===== src/rtl/vga_noise_overlay_pkg.sv =====
// Shared encodings for the VGA noise overlay: mode and burst-FSM enums,
// TinyVGA PMOD bit positions and the clean-byte packing helper.
package vga_noise_overlay_pkg;

    typedef enum logic [1:0] {
        MODE_OFF    = 2'b00,
        MODE_CONT   = 2'b01,
        MODE_BURST  = 2'b10,
        MODE_FROZEN = 2'b11
    } mode_e;

    typedef enum logic [1:0] {
        ST_IDLE  = 2'b00,
        ST_BURST = 2'b01,
        ST_COOL  = 2'b10
    } burst_state_e;

    // PMOD byte layout {hsync,B0,G0,R0,vsync,B1,G1,R1}
    localparam int PMOD_HSYNC = 7;
    localparam int PMOD_B0    = 6;
    localparam int PMOD_G0    = 5;
    localparam int PMOD_R0    = 4;
    localparam int PMOD_VSYNC = 3;
    localparam int PMOD_B1    = 2;
    localparam int PMOD_G1    = 1;
    localparam int PMOD_R1    = 0;

    // rgb_in layout {R1,R0,G1,G0,B1,B0}
    localparam int RGB_R1 = 5;
    localparam int RGB_R0 = 4;
    localparam int RGB_G1 = 3;
    localparam int RGB_G0 = 2;
    localparam int RGB_B1 = 1;
    localparam int RGB_B0 = 0;

    // Bits that may ever carry noise; sync bits are always clean.
    localparam logic [7:0] PMOD_COLOUR_MASK = 8'h77;

    function automatic logic [7:0] pmod_pack(
        input logic       hsync,
        input logic       vsync,
        input logic       display_on,
        input logic [5:0] rgb
    );
        logic [5:0] colour;
        logic [7:0] packed_byte;
        colour = display_on ? rgb : 6'd0;
        packed_byte             = '0;
        packed_byte[PMOD_HSYNC] = hsync;
        packed_byte[PMOD_B0]    = colour[RGB_B0];
        packed_byte[PMOD_G0]    = colour[RGB_G0];
        packed_byte[PMOD_R0]    = colour[RGB_R0];
        packed_byte[PMOD_VSYNC] = vsync;
        packed_byte[PMOD_B1]    = colour[RGB_B1];
        packed_byte[PMOD_G1]    = colour[RGB_G1];
        packed_byte[PMOD_R1]    = colour[RGB_R1];
        return packed_byte;
    endfunction

endpackage


===== src/rtl/vga_noise_overlay_pcg8_gen.sv =====
// 16-bit LCG state with an xorshift/rotate permutation giving 8 noise bits
// per cycle; reload snaps the state back to SEED instead of advancing.
module pcg8_gen #(
    parameter logic [15:0] MUL  = 16'h5851,
    parameter logic [15:0] INC  = 16'h1405,
    parameter logic [15:0] SEED = 16'h0000
) (
    input  logic       clk,
    input  logic       reset,
    input  logic       reload,
    output logic [7:0] noise
);

    logic [15:0] state_reg;
    logic [15:0] state_next;
    logic [7:0]  mix_x;
    logic [2:0]  rot;
    logic [15:0] rot_pair;

    always_comb begin
        state_next = reload ? SEED : (state_reg * MUL + INC);
    end

    always_ff @(posedge clk or posedge reset) begin
        if (reset) begin
            state_reg <= SEED;
        end else begin
            state_reg <= state_next;
        end
    end

    // Output is taken from the current state, before this cycle's advance.
    assign mix_x    = 8'(((state_reg >> 2) ^ state_reg) >> 3);
    assign rot      = state_reg[5:3];
    assign rot_pair = {mix_x, mix_x} >> rot;
    assign noise    = rot_pair[7:0];

endmodule


===== src/rtl/vga_noise_overlay.sv =====
// Registers a TinyVGA PMOD byte from the timing/pattern inputs and XORs in
// PCG noise on the colour bits, gated by mode and a frame-based burst FSM.
module vga_noise_overlay
    import vga_noise_overlay_pkg::*;
#(
    parameter logic [15:0] PCG_MUL           = 16'h5851,
    parameter logic [15:0] PCG_INC           = 16'h1405,
    parameter logic [15:0] SEED              = 16'h0000,
    parameter bit          VSYNC_ACTIVE_HIGH = 1'b0
) (
    input  logic       clk,
    input  logic       reset,
    input  logic       hsync_in,
    input  logic       vsync_in,
    input  logic       display_on,
    input  logic [5:0] rgb_in,
    input  logic [7:0] noise_mask,
    input  logic [1:0] mode,
    input  logic [3:0] burst_len,
    output logic [7:0] uo_out,
    output logic [9:0] frame_count,
    output logic       noise_active
);

    mode_e        mode_sel;
    burst_state_e state_reg;
    burst_state_e state_next;
    logic [3:0]   frames_left_reg;
    logic [3:0]   frames_left_next;
    logic         vsync_act_in;
    logic         vsync_act_reg;
    logic         frame_start;
    logic [9:0]   frame_count_reg;
    logic         noise_en;
    logic         pcg_reload;
    logic [7:0]   noise;
    logic [7:0]   clean_byte;
    logic [7:0]   uo_next;
    logic [7:0]   uo_reg;

    assign mode_sel = mode_e'(mode);

    // Frame start is the edge where the registered vsync turns active.
    assign vsync_act_in = VSYNC_ACTIVE_HIGH ? vsync_in : ~vsync_in;
    assign frame_start  = vsync_act_in & ~vsync_act_reg;

    assign pcg_reload = frame_start & (mode_sel == MODE_FROZEN);

    pcg8_gen #(
        .MUL  (PCG_MUL),
        .INC  (PCG_INC),
        .SEED (SEED)
    ) u_pcg (
        .clk    (clk),
        .reset  (reset),
        .reload (pcg_reload),
        .noise  (noise)
    );

    always_comb begin
        state_next       = state_reg;
        frames_left_next = frames_left_reg;
        if (mode_sel != MODE_BURST) begin
            state_next       = ST_IDLE;
            frames_left_next = '0;
        end else if (frame_start) begin
            case (state_reg)
                ST_IDLE: begin
                    if (burst_len != 4'd0) begin
                        state_next       = ST_BURST;
                        frames_left_next = burst_len;
                    end
                end
                ST_BURST, ST_COOL: begin
                    if (frames_left_reg == 4'd1) begin
                        // burst_len is only sampled here, at a period boundary
                        if (burst_len == 4'd0) begin
                            state_next       = ST_IDLE;
                            frames_left_next = '0;
                        end else begin
                            state_next       = (state_reg == ST_BURST) ? ST_COOL : ST_BURST;
                            frames_left_next = burst_len;
                        end
                    end else begin
                        frames_left_next = frames_left_reg - 4'd1;
                    end
                end
                default: begin
                    state_next       = ST_IDLE;
                    frames_left_next = '0;
                end
            endcase
        end
    end

    always_ff @(posedge clk or posedge reset) begin
        if (reset) begin
            state_reg       <= ST_IDLE;
            frames_left_reg <= '0;
        end else begin
            state_reg       <= state_next;
            frames_left_reg <= frames_left_next;
        end
    end

    always_comb begin
        noise_en = (mode_sel == MODE_CONT) || (mode_sel == MODE_FROZEN) ||
                   ((mode_sel == MODE_BURST) && (state_reg == ST_BURST));
    end

    assign clean_byte = pmod_pack(hsync_in, vsync_in, display_on, rgb_in);

    genvar gi;
    generate
        for (gi = 0; gi < 8; gi++) begin : g_bit
            assign uo_next[gi] = clean_byte[gi] ^
                                 (noise[gi] & noise_mask[gi] & noise_en &
                                  PMOD_COLOUR_MASK[gi] & display_on);
        end
    endgenerate

    always_ff @(posedge clk or posedge reset) begin
        if (reset) begin
            uo_reg          <= 8'h00;
            vsync_act_reg   <= 1'b0;
            frame_count_reg <= '0;
        end else begin
            uo_reg        <= uo_next;
            vsync_act_reg <= vsync_act_in;
            if (frame_start) begin
                frame_count_reg <= frame_count_reg + 10'd1;
            end
        end
    end

    assign uo_out       = uo_reg;
    assign frame_count  = frame_count_reg;
    assign noise_active = noise_en;

endmodule


===== config.mk =====
export PLATFORM = sky130hd
export DESIGN_NAME = vga_noise_overlay
export DESIGN_NICKNAME = d
export VERILOG_FILES = /design/src/rtl/vga_noise_overlay_pkg.sv /design/src/rtl/vga_noise_overlay_pcg8_gen.sv /design/src/rtl/vga_noise_overlay.sv
export SDC_FILE = /design/constraint.sdc
export NUM_CORES = 1
export LEC_CHECK = 0
export ABC_CLOCK_PERIOD_IN_PS = 11700
export BUFFER_PORTS_ARGS = -buffer_cell sky130_fd_sc_hd__clkbuf_2
export CAP_MARGIN = 20
export CELL_PAD_IN_SITES_DETAIL_PLACEMENT = 0
export CELL_PAD_IN_SITES_GLOBAL_PLACEMENT = 2
export CORE_ASPECT_RATIO = 0.75
export CORE_MARGIN = 8
export CORE_UTILIZATION = 39
export DETAILED_ROUTE_END_ITERATION = 8
export PLACE_DENSITY = 0.85
export SYNTH_ARGS = -nofsm -noshare
export SYNTH_HDL_FRONTEND = slang
export SYNTH_SLANG_ARGS = --single-unit

===== constraint.sdc =====
create_clock -name clk -period 11.7 [get_ports clk]
set_input_delay 1.17 -clock clk [delete_from_list [all_inputs] [get_ports clk]]
set_output_delay 1.17 -clock clk [all_outputs]
set_load 0.02 [all_outputs]

==> out/results.tsv, run 1 <==
stage	metric	value	unit
run_status	outcome	finished clean	
cts	buffer cell driving the clock tree root	clkbuf_8	
hold_path	worst hold path cell count	1	
synthesis	combined area of all synthesized cells	2920	um2
synthesis	number of enable flip-flop cells after synthesis	0	
timing	clock tree skew after final layout	0.00702	ns
timing	number of failing hold endpoints at the final stage	0	
global_route	initial antenna violation count	0	
global_route	met1 Resource Use GR	17.5	%
finish	Largest register FFs	13	
setup_path	FF-to-FF setup slack	7.43	ns
cts	total of hold buffers inserted after clock tree synthesis	0	
global_route	GR peak layer	met2	
floorplan	initial standard-cell utilization of the core	40.0	%
global_route	total grt overflow	0	
global_route	maximum number of pins on one net before global-route repair	39	
global_route	fraction of met3 tracks used by global routing	3.54	%
setup_path	required arrival time at the worst endpoint	11.86	ns
finish	NumNets Final	415	
drt	Starting DRT DRC Count	75	
synthesis	Synth area leaders	dfrtp_1, ha_1, xnor2_1	
synthesis	primary flip-flop cell chosen by synthesis mapping	dfrtp_1	
floorplan	area of the core	7300	um2
setup_path	endpoint of the worst setup timing path	u_pcg.state_reg[12]	
synthesis	synth warn	0	
setup_path	Startpoint Class	flop	
floorplan	die height	90.9	um
timing	share of the clock period used by the worst path	36.5	%
drt	number of routed nets with antenna violations	0	
synthesis	Net Count, Synth	371	
cts	Clk pin slew, worst setup/hold paths	0.07	ns
global_route	first-pass GRT wire length	10.6	mm
drt	average wire per standard cell	13.6	um
floorplan	number of top-level design ports	44	
synthesis	post-synthesis register bit count	38	
cts	htree depth	2	
timing	max-slew violation count	0	
placed_design	global placer's final weighted congestion	0.738	
timing	Max Clk Rate	234	MHz
timing	total of endpoints with negative setup slack in the final report	0	
synthesis	share of Yosys cell area claimed by the top area cell type	32.6	%
setup_path	critical path capture point type	flop	
floorplan	Core Rows	27	
cts	number of clock buffers inserted by TritonCTS	5	
cts	sink count of the clock tree	38	
drt	Routed Wire Length	6.04	mm
cts	post-cts gate resize count	0	
synthesis	most frequent cells after synthesis	ha_1, dfrtp_1, inv_1, nand2_1, nor2_1	
placed_design	post-DP HPWL	4.80	mm
cts	maximum count of clock buffers along a single path	2	
setup_path	critical path type	reg2reg	
cts	buffer count from post-CTS setup fixing	0	
setup_path	Critical R2R Launch	u_pcg.state_reg[4]	
global_route	GR Layer Usage met2	18.1	%
timing	final-layout setup total negative slack	0	ns
setup_path	Worst EP arrival	4.43	ns
setup_path	Max FO, Critical Path	14	
finish	number of diodes added for antenna fixing	0	
drt	vias post-DR	2151	
synthesis	Distinct cells, synth	44	
hold_path	type of the tightest min-delay check	reg2reg	
finish	Fillers	749	
global_route	number of global-route vias before repair	2271	
finish	fraction of layout cells with a size suffix above 1	16.4	%
synthesis	Post-synth ARST share	100	%
synthesis	cell taking the most area after synthesis	dfrtp_1	
drt	via-per-instance ratio	4.86	
setup_path	launch point of the worst path	u_pcg.state_reg[4]	
synthesis	Avg Synthesized Cell Area	9.75	um2
drt	number of remaining DRC errors	0	
synthesis	Cells after Synth	299	
global_route	total routing resource utilization after global routing	12.5	%
timing	fin crit period	4.27	ns
drt	drt pass-1 iters	4	
setup_path	r2r endpoint	u_pcg.state_reg[12]	
synthesis	portion of the post-synthesis area used by sequential elements	32.6	%
timing	Least-Margin Pin Slew	0.647	ns
cts	insertion delay of the later-clocked pin in the worst-skew pair	0.29	ns
cts	clock tree from TritonCTS	yes	
finish	Synth-to-Final Area Change	13.5	%
synthesis	count leader, synth	ha_1	
finish	post-route core utilization	45.4	%
floorplan	DIE AREA	10500	um2
flow_run	max_cap viols	0	
floorplan	Die Width	116	um
timing	setup repair after global routing missed its margin	false	
setup_path	R2R depth	15	
placed_design	count of port buffers added during placement	41	
timing	relative slew slack	56.9	%
-- worst max-delay path: stages (launching register included) --
cell and delay [ns]:
dfrtp_1 0.68, ha_1 0.23, inv_1 0.05, fa_1 0.47
inv_1 0.04, ha_1 0.31, fa_1 0.54, inv_1 0.06
fa_1 0.52, inv_1 0.04, ha_1 0.33, a2111oi_0 0.41
o21ai_0 0.18, nand2_1 0.12, xnor2_1 0.11, nor2_1 0.05
-- layer usage --
layer / vias to the layer above / routed length (um)
met5: - / 0
met4: 0 / 55
met3: 4 / 276
met2: 30 / 2490
met1: 1001 / 3220
li1: 1116 / -
-- how the worst min path moves through the flow --
| stage | startpoint | to |
|---|---|---|
| after floorplan | state_reg[1] | state_reg[1] |
| after global routing | frame_count[9] | frame_count[9] |
| after CTS | frame_count[9] | frame_count[9] |
| after detailed placement | frame_count[9] | frame_count[9] |
| after global placement | frame_count[9] | frame_count[9] |
| final | frame_count[9] | frame_count[9] |
-- cells by family after synthesis --
group                      count (synthesis)  synth area share, %
and+or+nand+nor                           83                 14.1
AOI/OAI and AO/OA                         52                 11.2
adders and majority gates                 47                 22.0
DFF                                       38                 32.6
buffers and inverters                     35                 4.80
xor gates and xnor gates                  31                 10.0
muxes                                     13                 5.36
-- layout by cell type (no fill, tap or decap), drive strengths merged, types with 7 or more instances in the layout --
cell / count
nand2b: 7
ha: 40
inv: 30
clkbuf: 47
xor2: 9
nand2: 25
o21ai: 14
dfrtp: 38
a21oi: 16
nor2: 22
xnor2: 21
mux2i: 10
fa: 7
-- stage by stage --
step	worst slack, ns	cell area, um2	hold WS (ns)	instances
2_1_floorplan	7.98	2920	0.475	299
3_3_place_gp	7.53	3230	0.463	437
3_5_place_dp	7.41	3230	0.465	437
4_1_cts	7.40	3310	0.484	443
5_1_grt	7.20	3310	0.524	443
6_report	7.43	3310	0.479	443
-- cell type report --
| type | count | area [um2] | share of cell area [%] |
|---|---|---|---|
| inverters | 30 | 113 | 3.40 |
| repair buffers | 42 | 213 | 6.42 |
| flip-flops and latches | 38 | 951 | 28.7 |
| well taps | 101 | 126 | 3.82 |
| clock buffers | 6 | 82.6 | 2.49 |
| multi-input cells | 226 | 1830 | 55.1 |
Power of run 1 is left out: the tool's default activity adds up to more than one toggle a clock period on the data nets, which glitch-free logic cannot reach.
==> run 2: changes to the inputs <==
--- a/config.mk
+++ b/config.mk
@@ -5,16 +5,17 @@
 export SDC_FILE = /design/constraint.sdc
 export NUM_CORES = 1
 export LEC_CHECK = 0
-export ABC_CLOCK_PERIOD_IN_PS = 11700
+export ABC_AREA = 1
+export ABC_CLOCK_PERIOD_IN_PS = 3900
 export BUFFER_PORTS_ARGS = -buffer_cell sky130_fd_sc_hd__clkbuf_2
 export CAP_MARGIN = 20
 export CELL_PAD_IN_SITES_DETAIL_PLACEMENT = 0
 export CELL_PAD_IN_SITES_GLOBAL_PLACEMENT = 2
 export CORE_ASPECT_RATIO = 0.75
 export CORE_MARGIN = 8
-export CORE_UTILIZATION = 39
+export CORE_UTILIZATION = 30
 export DETAILED_ROUTE_END_ITERATION = 8
-export PLACE_DENSITY = 0.85
+export PLACE_DENSITY = 0.75
 export SYNTH_ARGS = -nofsm -noshare
 export SYNTH_HDL_FRONTEND = slang
 export SYNTH_SLANG_ARGS = --single-unit
==> constraint.sdc (replaced) <==
create_clock -name clk -period 3.9 [get_ports clk]
set_input_delay 0.39 -clock clk [delete_from_list [all_inputs] [get_ports clk]]
set_output_delay 0.39 -clock clk [all_outputs]
set_load 0.02 [all_outputs]
==> run 2 against run 1 <==
- final cell count up 33%
- clock-buffer cell count stayed put
- critical path depth stayed put
- flip-flop and latch count unchanged
- synthesized area is 5.4% higher
- register-to-register slack worse by 7.1 ns
- first-iteration DRC count rose by 110%
- non-clock buffer count is 4 higher
- cell area is 11% higher
- setup slack lost 7.1 ns
- worst hold slack lost 0.26 ns
==> out/results.tsv, run 2 <==
stage	metric	value	unit
cts	clock tree from TritonCTS	yes	
setup_path	FF-to-FF setup slack	0.34	ns
timing	final-layout setup total negative slack	0	ns
drt	vias post-DR	2692	
timing	Least-Margin Pin Slew	0.783	ns
timing	total of endpoints with negative setup slack in the final report	0	
finish	most frequent standard cell in the layout excluding fill and tap cells	inv_1	
drt	Starting DRT DRC Count	157	
synthesis	synth warn	0	
floorplan	initial standard-cell utilization of the core	30.3	%
synthesis	post-synthesis mux area share	0	%
placed_design	count of port buffers added during placement	41	
hold_path	hold path start	hsync_in	
cts	maximum count of clock buffers along a single path	2	
setup_path	R2R depth	15	
cts	sink count of the clock tree	38	
run_status	outcome	finished clean	
setup_path	Max FO, Critical Path	5	
setup_path	Worst EP arrival	3.74	ns
global_route	total routing resource utilization after global routing	11.6	%
synthesis	combined area of all synthesized cells	3070	um2
synthesis	compound-gate portion of the synthesized area	5.50	%
synthesis	Synth area leaders	dfrtp_1, ha_1, inv_1	
synthesis	primary flip-flop cell chosen by synthesis mapping	dfrtp_1	
synthesis	most frequent cells after synthesis	inv_1, nand2_1, nand3_1, ha_1, dfrtp_1	
finish	NumNets Final	525	
setup_path	required arrival time at the worst endpoint	4.07	ns
synthesis	share of synthesized cell area in full adder, half adder and majority cells	20.8	%
floorplan	Die Width	133	um
placed_design	instance count after placement with tap cells included	581	
hold_path	worst hold path cell count	1	
timing	clock tree skew after final layout	0.00395	ns
synthesis	cell taking the most area after synthesis	dfrtp_1	
synthesis	Post-synth ARST share	100	%
floorplan	Core Rows	32	
setup_path	r2r endpoint	u_pcg.state_reg[12]	
global_route	initial antenna violation count	0	
synthesis	number of enable flip-flop cells after synthesis	0	
drt	drt pass-1 iters	5	
finish	Synth-to-Final Area Change	19.1	%
setup_path	critical path capture point type	flop	
finish	final std cells w/o fill	589	
global_route	number of global-route vias before repair	2693	
drt	via-per-instance ratio	4.57	
cts	total of hold buffers inserted after clock tree synthesis	0	
synthesis	portion of the post-synthesis area used by sequential elements	30.9	%
timing	fin crit period	3.56	ns
placed_design	worst slack after detailed placement	0.220	ns
timing	Max Clk Rate	281	MHz
synthesis	Avg Synthesized Cell Area	7.63	um2
setup_path	Critical R2R Launch	u_pcg.state_reg[6]	
timing	setup repair after global routing missed its margin	false	
timing	share of the clock period used by the worst path	91.4	%
global_route	met1 Resource Use GR	17.2	%
synthesis	largest family of logic cells by synthesized area	simple AND/OR/NAND/NOR gates	
global_route	first-pass GRT wire length	13.2	mm
synthesis	count leader, synth	inv_1	
floorplan	number of top-level design ports	44	
timing	number of failing hold endpoints at the final stage	0	
synthesis	synthesized-area fraction occupied by xor and xnor cells	3.42	%
timing	max-slew violation count	0	
hold_path	type of the tightest min-delay check	in2reg	
cts	number of clock buffers inserted by TritonCTS	5	
floorplan	area of the core	10100	um2
finish	Largest register FFs	13	
finish	number of diodes added for antenna fixing	0	
synthesis	post-synthesis register bit count	38	
cts	htree depth	2	
drt	Routed Wire Length	7.61	mm
finish	fraction of layout cells with a size suffix above 1	13.9	%
drt	number of routed nets with antenna violations	0	
floorplan	DIE AREA	13800	um2
global_route	fraction of met3 tracks used by global routing	2.65	%
synthesis	Cells after Synth	403	
floorplan	die height	104	um
synthesis	Distinct cells, synth	32	
synthesis	share of synthesized cell area in and, or, nand and nor gates	28.7	%
setup_path	Startpoint Class	flop	
synthesis	Net Count, Synth	475	
global_route	GR Layer Usage met2	16.4	%
global_route	GR peak layer	met1	
finish	leading cell types in the layout, fill and taps excluded	inv_1, nand2_1, nand3_1	
flow_run	max_cap viols	0	
synthesis	share of Yosys cell area claimed by the top area cell type	30.9	%
global_route	total grt overflow	0	
drt	average wire per standard cell	12.9	um
cts	Clk pin slew, worst setup/hold paths	0.06	ns
placed_design	global placer's final weighted congestion	0.796	
placed_design	post-DP HPWL	6.37	mm
timing	smallest setup slack after layout	0.335	ns
global_route	maximum number of pins on one net before global-route repair	21	
setup_path	critical path type	reg2reg	
drt	number of remaining DRC errors	0	
cts	insertion delay of the later-clocked pin in the worst-skew pair	0.28	ns
hold_path	sink of the worst hold path	uo_out[7]	
timing	relative slew slack	47.7	%
cts	buffer cell driving the clock tree root	clkbuf_16	
[run 2: cell families after synthesis]
family | Yosys count
xor gates and xnor gates | 12
AOI/OAI and AO/OA | 31
DFF | 38
buffers and inverters | 85
and+or+nand+nor | 190
adders and majority gates | 47
[run 2: area by class of cell]
cell class / instances / area [um2]
clock buffers: 6 / 139
flip-flops and latches: 38 / 951
fillers: 1084 / 6470
inverters: 82 / 308
well taps: 136 / 170
repair buffers: 46 / 243
multi-input cells: 280 / 1820
clock inverters: 1 / 30.0
[run 2: per-layer routing]
| metal | share of wire (%) | up-vias | wire length [um] |
|---|---|---|---|
| met1 | 55 | 1248 | 4150 |
| met2 | 42 | 34 | 3180 |
| met3 | 3.0 | 5 | 227 |
| met5 | 0 | - | 0 |
| li1 | - | 1405 | - |
| met4 | 0.58 | 0 | 44 |
[run 2: worst max path at each step]
| stage | startpoint | end | slack, ns | depth (start not counted) |
|---|---|---|---|---|
| after global routing | u_pcg.state_reg[6] | u_pcg.state_reg[12] | 0.06 | 18 |
| after detailed placement | u_pcg.state_reg[6] | u_pcg.state_reg[12] | 0.22 | 15 |
| final | u_pcg.state_reg[6] | u_pcg.state_reg[12] | 0.34 | 15 |
| after floorplan | u_pcg.state_reg[4] | u_pcg.state_reg[12] | 0.32 | 18 |
| after global placement | u_pcg.state_reg[6] | u_pcg.state_reg[12] | 0.24 | 18 |
| after CTS | u_pcg.state_reg[6] | u_pcg.state_reg[12] | 0.20 | 15 |
[run 2: what timing repair did]
item,CTS,global route
hold endpoints to repair,0,0
setup endpoints to repair,0,1
resized for setup,0,3
buffers inserted,0,1
[run 2: stage by stage]
stage / hold slack (ns) / instance area, um2 / utilization, %
floorplan: 0.421 / 3070 / -
global placement: 0.483 / 3460 / 34.2
detailed placement: 0.501 / 3460 / 34.2
CTS: 0.209 / 3630 / 35.8
global route: 0.212 / 3660 / 36.1
finish: 0.215 / 3660 / 36.1
[run 2: critical path, cell delays in order, from the launching register on]
cell and delay (ns):
dfrtp_1 0.38, ha_1 0.16, inv_1 0.05, fa_1 0.47
inv_1 0.04, ha_1 0.31, fa_1 0.54, inv_1 0.06
fa_1 0.53, inv_1 0.06, ha_4 0.29, nand4_1 0.12
nor3b_2 0.22, nor2_2 0.07, a21oi_1 0.11, nor2_1 0.05
Power of run 2 is left out for the same reason.
